File: src/rtl/rps_pkg.sv
// rps_pkg: shared gesture encoding and transmitter state type for the rock-paper-scissors link
package rps_pkg;
  localparam int ROCK_B = 2;
  localparam int PAPER_B = 1;
  localparam int SCIS_B = 0;
  localparam logic [2:0] ROCK = 3'b100;
  localparam logic [2:0] PAPER = 3'b010;
  localparam logic [2:0] SCIS = 3'b001;
  typedef enum logic {IDLE, SHIFT} tx_state_t;
endpackage

File: src/rtl/rps_frame_build.sv
// rps_frame_build: combinational frame fields; i_gesture, i_seq -> o_valid (one-hot check), o_g (masked gesture), o_par (even parity)
module rps_frame_build
  import rps_pkg::*;
#(
  parameter int SEQ_W = 3
) (
  input  logic [2:0]       i_gesture,
  input  logic [SEQ_W-1:0] i_seq,
  output logic             o_valid,
  output logic [2:0]       o_g,
  output logic             o_par
);
  assign o_valid = (i_gesture == ROCK) | (i_gesture == PAPER) | (i_gesture == SCIS);
  assign o_g = o_valid ? i_gesture : 3'b000;
  assign o_par = ^{o_g, i_seq, o_valid};
endmodule

File: src/rtl/rps_spi_tx.sv
// rps_spi_tx: gesture frame serializer; sck, reset (async), start, gesture[2:0] -> sdo (MSB first), busy, done (pulse)
module rps_spi_tx
  import rps_pkg::*;
#(
  parameter int SEQ_W = 3
) (
  input  logic       sck,
  input  logic       reset,
  input  logic       start,
  input  logic [2:0] gesture,
  output logic       sdo,
  output logic       busy,
  output logic       done
);
  localparam int FW = 5 + SEQ_W;
  localparam int CW = $clog2(FW);
  tx_state_t r_state, w_nxt_state;
  logic [FW-1:0] r_shift;
  logic [CW-1:0] r_cnt;
  logic [SEQ_W-1:0] r_seq;
  logic r_sdo, r_busy, r_done;
  logic w_valid, w_par, w_cap, w_last, w_run;
  logic [2:0] w_g;
  logic [FW-1:0] w_frame;
  logic w_sdo, w_busy, w_done;
  rps_frame_build #(.SEQ_W(SEQ_W)) u_build (
    .i_gesture(gesture),
    .i_seq    (r_seq),
    .o_valid  (w_valid),
    .o_g      (w_g),
    .o_par    (w_par)
  );
  assign w_frame = {w_g, r_seq, w_valid, w_par};
  assign w_cap = (r_state == IDLE) && start;
  assign w_last = (r_state == SHIFT) && (r_cnt == '0);
  assign w_run = (r_state == SHIFT) && !w_last;
  always_ff @(posedge sck or posedge reset) begin
    if (reset) r_state <= IDLE;
    else r_state <= w_nxt_state;
  end
  always_comb begin
    w_nxt_state = w_cap ? SHIFT : w_last ? IDLE : r_state;
  end
  // r_shift holds only the bits not yet on sdo, MSB-aligned
  always_comb begin
    w_sdo = w_cap ? w_frame[FW-1] : w_run ? r_shift[FW-1] : 1'b0;
    w_busy = w_cap | w_run;
    w_done = w_last;
  end
  always_ff @(posedge sck or posedge reset) begin
    if (reset) begin
      r_shift <= '0;
      r_cnt <= '0;
      r_seq <= '0;
      r_sdo <= 1'b0;
      r_busy <= 1'b0;
      r_done <= 1'b0;
    end else begin
      r_sdo <= w_sdo;
      r_busy <= w_busy;
      r_done <= w_done;
      if (w_cap) begin
        r_shift <= {w_frame[FW-2:0], 1'b0};
        r_cnt <= CW'(FW - 1);
      end else if (w_run) begin
        r_shift <= {r_shift[FW-2:0], 1'b0};
        r_cnt <= r_cnt - 1'b1;
      end
      if (w_last) r_seq <= r_seq + 1'b1;
    end
  end
  assign sdo = r_sdo;
  assign busy = r_busy;
  assign done = r_done;
endmodule

File: config.mk
export PLATFORM = sky130hd
export DESIGN_NAME = rps_spi_tx
export DESIGN_NICKNAME = d
export VERILOG_FILES = /design/src/rtl/rps_pkg.sv /design/src/rtl/rps_frame_build.sv /design/src/rtl/rps_spi_tx.sv
export SDC_FILE = /design/constraint.sdc
export NUM_CORES = 1
export LEC_CHECK = 0
export BUFFER_PORTS_ARGS = -buffer_cell sky130_fd_sc_hd__buf_2
export CORE_MARGIN = 1.5
export CORE_UTILIZATION = 29
export CTS_BUF_LIST = sky130_fd_sc_hd__clkbuf_16
export CTS_CLUSTER_DIAMETER = 80
export DETAILED_ROUTE_END_ITERATION = 6
export SYNTH_ARGS = -nofsm -noshare
export SYNTH_HDL_FRONTEND = slang
export SYNTH_SLANG_ARGS = --single-unit
File: constraint.sdc
create_clock -name sck -period 3.8 [get_ports sck]
set_clock_uncertainty 0.15 [all_clocks]
set_input_delay 0.19 -clock sck [delete_from_list [all_inputs] [get_ports sck]]
set_output_delay 0.19 -clock sck [all_outputs]
set_load 0.01 [all_outputs]
==> flow_metrics.env, run 1 <==
export IMPL_critical_path_class="flop to flop"
export IMPL_fin_crit_sh=0.459
export IMPL_p_comb_frac=0.356
export IMPL_cts_sinks=17
export IMPL_synthesis_nets=86
export IMPL_holdPathStages=3
export IMPL_p_leak_nw=0.451
export IMPL_synth_edf_count=0
export IMPL_die_h_microns=56.0
export IMPL_post_cts_resized=0
export IMPL_internal_power_uw=545
export IMPL_syn_cell_area_sq_um=813
export IMPL_synth_largest_area_cell="dfrtp_1"
export IMPL_power_switching_uw=288
export IMPL_nNetsFinal=98
export IMPL_yosys_area_top_type_share=0.523
export IMPL_p_seq_frac=0.396
export IMPL_worstPathMaxFanout=13
export IMPL_gp_congestion=0.800
export IMPL_setup_tns_ps=0
export IMPL_synth_common_cells="dfrtp_1, o21ai_1, a31oi_1, nand2_1"
export IMPL_async_flop_share=1.00
export IMPL_syn_avg_cell_area_sq_um=10.6
export IMPL_finalSetupViolCount=0
export IMPL_antenna_found_initial=0
export IMPL_startpoint_type="flop"
export IMPL_status="complete, no violations"
export IMPL_ys_flop_type="dfrtp_1"
export IMPL_cp_end_kind="flop"
export IMPL_min_to="sdo$_DFF_PP0_"
export IMPL_clockBufferDepth=2
export IMPL_synthCells=77
export IMPL_htree_levels=1
export IMPL_vdd_drop_max_uv=584
export IMPL_grt_usage=0.110
export IMPL_worst_r2r_setup_slack_ps=2060
export IMPL_slew_headroom=0.581
export IMPL_place_ws_ps=2040
export IMPL_numCtsBuffers=3
export IMPL_grt_overflow_total=0
export IMPL_die_w_microns=56.0
export IMPL_holdBufCountCts=1
export IMPL_worstHoldStart="gesture[2]"
export IMPL_diodes=0
export IMPL_sw_frac_of_total=0.346
export IMPL_r2r_start="r_state$_DFFE_PP0P_"
export IMPL_multi_input_area_sq_um=342
export IMPL_start_util=0.300
export IMPL_fmax_mhz=573
export IMPL_fin_crit_ps=1740
export IMPL_powerDensity_nw_per_um2=862
export IMPL_nFillCells=266
export IMPL_r2r_end="r_shift[2]$_DFFE_PP0P_"
export IMPL_die_area_sq_um=3130
export IMPL_core_area_sq_um=2710
export IMPL_seq_area_sq_um=425
export IMPL_ys_seq_area_frac=0.523
export IMPL_clkLatencyLatePin_ps=250
export IMPL_crit_required_ps=3820
export IMPL_cap_viol_max_count=0
export IMPL_io_pins=9
export IMPL_cts_tree="yes"
export IMPL_drc_errors=0
export IMPL_grt_pass1_wl_mm=2.57
export IMPL_grt_max_degree=18
export IMPL_layout_drive_gt1_share=0.227
export IMPL_rows=19
export IMPL_vias_per_cell=4.71
export IMPL_cts_root_buf="clkbuf_16"
export IMPL_drt_iter0_markers=16
export IMPL_yosys_cell_count_top_type="dfrtp_1"
export IMPL_hpwl_microns=989
export IMPL_hp_class="input port to flop"
export IMPL_grt_setup_unrepaired="no"
export IMPL_cts_setup_buffers=0
export IMPL_crit_arrival_ps=1760
export IMPL_worst_pin_slew_ps=628
export IMPL_p_clk_frac=0.248
export IMPL_synth_distinct_cells=28
export IMPL_post_drt_wl_per_cell_microns=11.6
export IMPL_grt_pass1_vias=580
export IMPL_io_buffers=8
export IMPL_final_antenna_net_count=0
export IMPL_ys_warn_count=0
export IMPL_totalWireLength_mm=1.38
export IMPL_maxSlewViolCount=0
export IMPL_rr_worst_depth=3
export IMPL_worst_slack_ps=2060
export IMPL_ys_top_cells_by_area="dfrtp_1, ha_1, o21ai_1, xnor2_1, a31oi_1"
export IMPL_clkTransAtPathRegs_ps=50
export IMPL_area_growth_pct=18.8
export IMPL_vias=561
export IMPL_dr_pass1_iters=2
export IMPL_synth_seq_cells=17
export IMPL_hold_violations=0
-- critical path, stage by stage, from the launching register on --
cell,delay (ps)
dfrtp_1,500
nand2b_1,400
or3_1,450
a31oi_1,170
-- final cells by class --
cell class | instances | share of cell area
clock buffer | 3 | 0.0777
clock inverter | 1 | 0.00518
inverter | 8 | 0.0311
multi-input combinational | 50 | 0.354
sequential | 17 | 0.440
tap | 31 | 0.0402
timing repair buffer | 9 | 0.0518
-- worst max path at each step --
stage,from,end,slack [ps],cells after the start
after floorplan,r_cnt[0]$_DFFE_PP0P_,r_shift[6]$_DFFE_PP0P_,2310,5
after global placement,r_state$_DFFE_PP0P_,r_shift[2]$_DFFE_PP0P_,2120,3
after detailed placement,r_state$_DFFE_PP0P_,r_shift[2]$_DFFE_PP0P_,2040,3
after CTS,r_state$_DFFE_PP0P_,r_shift[2]$_DFFE_PP0P_,2060,3
after global routing,r_state$_DFFE_PP0P_,r_shift[2]$_DFFE_PP0P_,1910,3
final,r_state$_DFFE_PP0P_,r_shift[2]$_DFFE_PP0P_,2060,3
-- registers in the layout (all words and copies together) (netlist names) --
name,count
r_shift,7
r_cnt,3
r_seq,3
busy,1
done,1
r_state,1
sdo,1
-- kinds of logic (layout without fill, tap and decap cells) --
| family | after synthesis | in the layout | share of synthesized area |
|---|---|---|---|
| buffers and inverters | 10 | 21 | 0.0569 |
| AO/OA/AOI/OAI | 20 | 20 | 0.168 |
| XOR/XNOR | 5 | 5 | 0.0538 |
| flip-flops | 17 | 17 | 0.523 |
| adder cells (fa/ha/maj) | 3 | 3 | 0.0462 |
| AND/OR/NAND/NOR | 22 | 22 | 0.152 |
-- layer usage --
metal	vias up	share of wire	GRT usage
li1	291	-	-
met1	261	0.49	0.133
met2	5	0.44	0.162
met3	4	0.047	0.0558
met4	0	0.018	0.0510
met5	-	0	0
-- placed cells by master (no fill, tap or decap), types with 4 or more instances in the layout --
master,count
a31oi_1,5
buf_2,8
dfrtp_1,17
inv_1,4
inv_2,4
nand2_1,5
nor2_1,4
o21ai_1,7
xnor2_1,4
-- power by group through the flow --
stage	combinational (mW)	clock, mW	sequential [mW]
finish	0.296	0.207	0.330
global route	0.339	0.224	0.344
CTS	0.300	0.212	0.331
detailed placement	0.299	0	0.333
global placement	0.297	0	0.332
floorplan	0.256	0	0.314
-- per-stage QoR --
step / cells / util / area [sq um] / power, mW / hold WS [ps]
CTS: 119 / 0.356 / 966 / 0.843 / 58.1
floorplan: 77 / - / 813 / 0.571 / -33.9
finish: 119 / 0.356 / 966 / 0.833 / 56.4
detailed placement: 114 / 0.323 / 876 / 0.632 / 152
global placement: 114 / 0.323 / 876 / 0.629 / 150
global route: 119 / 0.356 / 966 / 0.907 / 70.6
Note: power is estimated with default switching activity, not from simulation.
==> inputs of run 2 (changes only) <==
==> constraint.sdc (replaced) <==
create_clock -name sck -period 1.6 [get_ports sck]
set_clock_uncertainty 0.15 [all_clocks]
set_input_delay 0.08 -clock sck [delete_from_list [all_inputs] [get_ports sck]]
set_output_delay 0.08 -clock sck [all_outputs]
set_load 0.01 [all_outputs]
==> run 2 against run 1 <==
Compared with the run above:
- cell count rose by 4.2%
- utilization rose by 2.2 points
- setup slack got worse by 2000 ps
- wire length rose by 16%
==> flow_metrics.env, run 2 (synthesized netlist as in run 1, its figures left out) <==
export IMPL_crit_buf_inv=1
export IMPL_drc_errors=0
export IMPL_hp_class="input port to flop"
export IMPL_drt_iter0_markers=15
export IMPL_gp_congestion=0.767
export IMPL_largest_reg_flops=7
export IMPL_p_leak_nw=0.484
export IMPL_io_pins=9
export IMPL_cts_sinks=17
export IMPL_hpwl_mm=1.12
export IMPL_vias_per_cell=4.90
export IMPL_vdd_drop_max_uv=1200
export IMPL_hold_ws_ps=7.71
export IMPL_grt_pass1_vias=621
export IMPL_clkLatencyLatePin_ps=240
export IMPL_worstPathMaxFanout=4
export IMPL_placed_cells=116
export IMPL_fin_crit_ps=1530
export IMPL_top_register="r_shift"
export IMPL_grtUsageMet2=0.189
export IMPL_io_buffers=8
export IMPL_setup_tns_ps=0
export IMPL_final_common_cell="dfrtp_1"
export IMPL_cap_viol_max_count=0
export IMPL_dr_pass1_iters=4
export IMPL_cts_root_buf="clkbuf_16"
export IMPL_startpoint_type="flop"
export IMPL_diodes=0
export IMPL_die_area_sq_um=3130
export IMPL_worstHoldStart="start"
export IMPL_totalWireLength_mm=1.60
export IMPL_cp_end_kind="flop"
export IMPL_cts_tree="yes"
export IMPL_critPathLaunch="r_cnt[0]$_DFFE_PP0P_"
export IMPL_path_cells="inv_1 > ha_4 > and2b_2 > nor2_2 > a221o_1"
export IMPL_crit_family="flip-flops"
export IMPL_powerDensity_nw_per_um2=2060
export IMPL_busiest_layer="met2"
export IMPL_stdcell_count=124
export IMPL_finalSetupViolCount=0
export IMPL_slew_headroom=0.567
export IMPL_grt_use_met1=0.136
export IMPL_worst_pin_slew_ps=649
export IMPL_nFillCells=276
export IMPL_fmax_mhz=652
export IMPL_grt_setup_unrepaired="no"
export IMPL_rows=19
export IMPL_crit_arrival_ps=1510
export IMPL_die_h_microns=56.0
export IMPL_grt_max_degree=18
export IMPL_reg_largest_list="r_shift: 7 flops, r_cnt: 3 flops, r_seq: 3 flops"
export IMPL_clkTransAtPathRegs_ps=50
export IMPL_grt_pass1_wl_mm=2.69
export IMPL_final_antenna_net_count=0
export IMPL_crit_required_ps=1580
export IMPL_max_stage_delay_ps=390
export IMPL_start_util=0.300
export IMPL_r2r_start="r_cnt[0]$_DFFE_PP0P_"
export IMPL_crit_slowest_cell="dfrtp_1"
export IMPL_fin_crit_sh=0.958
export IMPL_grt_overflow_total=0
export IMPL_htree_levels=1
export IMPL_area_growth_pct=26.2
export IMPL_hold_violations=0
export IMPL_clockBufferDepth=2
export IMPL_critical_path_class="flop to flop"
export IMPL_worst_r2r_setup_slack_ps=70
export IMPL_post_drt_wl_per_cell_microns=12.9
export IMPL_most_common_layout_cells="dfrtp_1, buf_2, o21ai_1"
export IMPL_nNetsFinal=103
export IMPL_vias=607
export IMPL_numCtsBuffers=3
export IMPL_die_w_microns=56.0
export IMPL_groute_layer_met3_usage=0.0209
export IMPL_grt_usage=0.114
export IMPL_maxSlewViolCount=0
export IMPL_power_mw=2.11
export IMPL_core_area_sq_um=2710
export IMPL_antenna_found_initial=0
export IMPL_status="complete, no violations"
export IMPL_layout_drive_gt1_share=0.258
==> run 2: cell types whose count changed in the layout (fill, tap and decap cells not counted), sizes merged <==
cell	delta
inv	+1
buf	+4
dlygate4sd3	+1
clkinv	-1
==> run 2: worst register-to-register path, cell delays in order (launching register included) <==
cell     delay, ps
dfrtp_1        390
inv_1          120
ha_4           170
and2b_2        190
nor2_2          60
a221o_1        340
==> run 2: per-stage QoR <==
step                      setup slack (ps)  instance area [sq um]   util
after global routing                  6.87                   1030  0.379
after CTS                             19.5                    990  0.365
after global placement                75.8                    891  0.329
after floorplan                        109                    813      -
after detailed placement              21.8                    891  0.329
final                                 67.0                   1030  0.379
==> run 2: power by group <==
part           internal [mW]  leakage (nW)  switching (mW)
sequential             0.628         0.209           0.132
clock                  0.331        0.0423           0.156
combinational          0.416         0.233           0.445
total                   1.38         0.484           0.733
==> run 2: timing repair <==
| action | CTS | global route |
|---|---|---|
| setup endpoints to repair | 0 | 2 |
| resized for setup | 0 | 3 |
| endpoints found under the hold margin | 18 | 0 |
| hold buffers | 2 | 0 |
| setup buffers | 0 | 2 |
==> run 2: cell type report <==
cell class / instances / area, sq um / area share
Tap cell: 31 / 38.8 / 0.0378
Inverter: 8 / 30.0 / 0.0293
Clock inverter: 1 / 3.75 / 0.00366
Sequential cell: 17 / 425 / 0.415
Timing Repair Buffer: 14 / 90.1 / 0.0878
Clock buffer: 3 / 75.1 / 0.0732
Multi-Input combinational cell: 50 / 363 / 0.354
==> run 2: final timing paths <==
check,to,depth (start not counted)
worst max-delay path,r_shift[7]$_DFFE_PP0P_,5
worst min-delay path,r_state$_DFFE_PP0P_,3
worst max register to register,r_shift[7]$_DFFE_PP0P_,5
worst min register to register,r_cnt[0]$_DFFE_PP0P_,1
max in group asynchronous,r_seq[2]$_DFFE_PP0P_,3
min in group asynchronous,sdo$_DFF_PP0_,3
==> run 2: layer usage <==
metal,part of all wire,routed length [microns]
met1,0.44,706
met3,0.036,58
met5,0,0
met2,0.51,813
met4,0.011,17
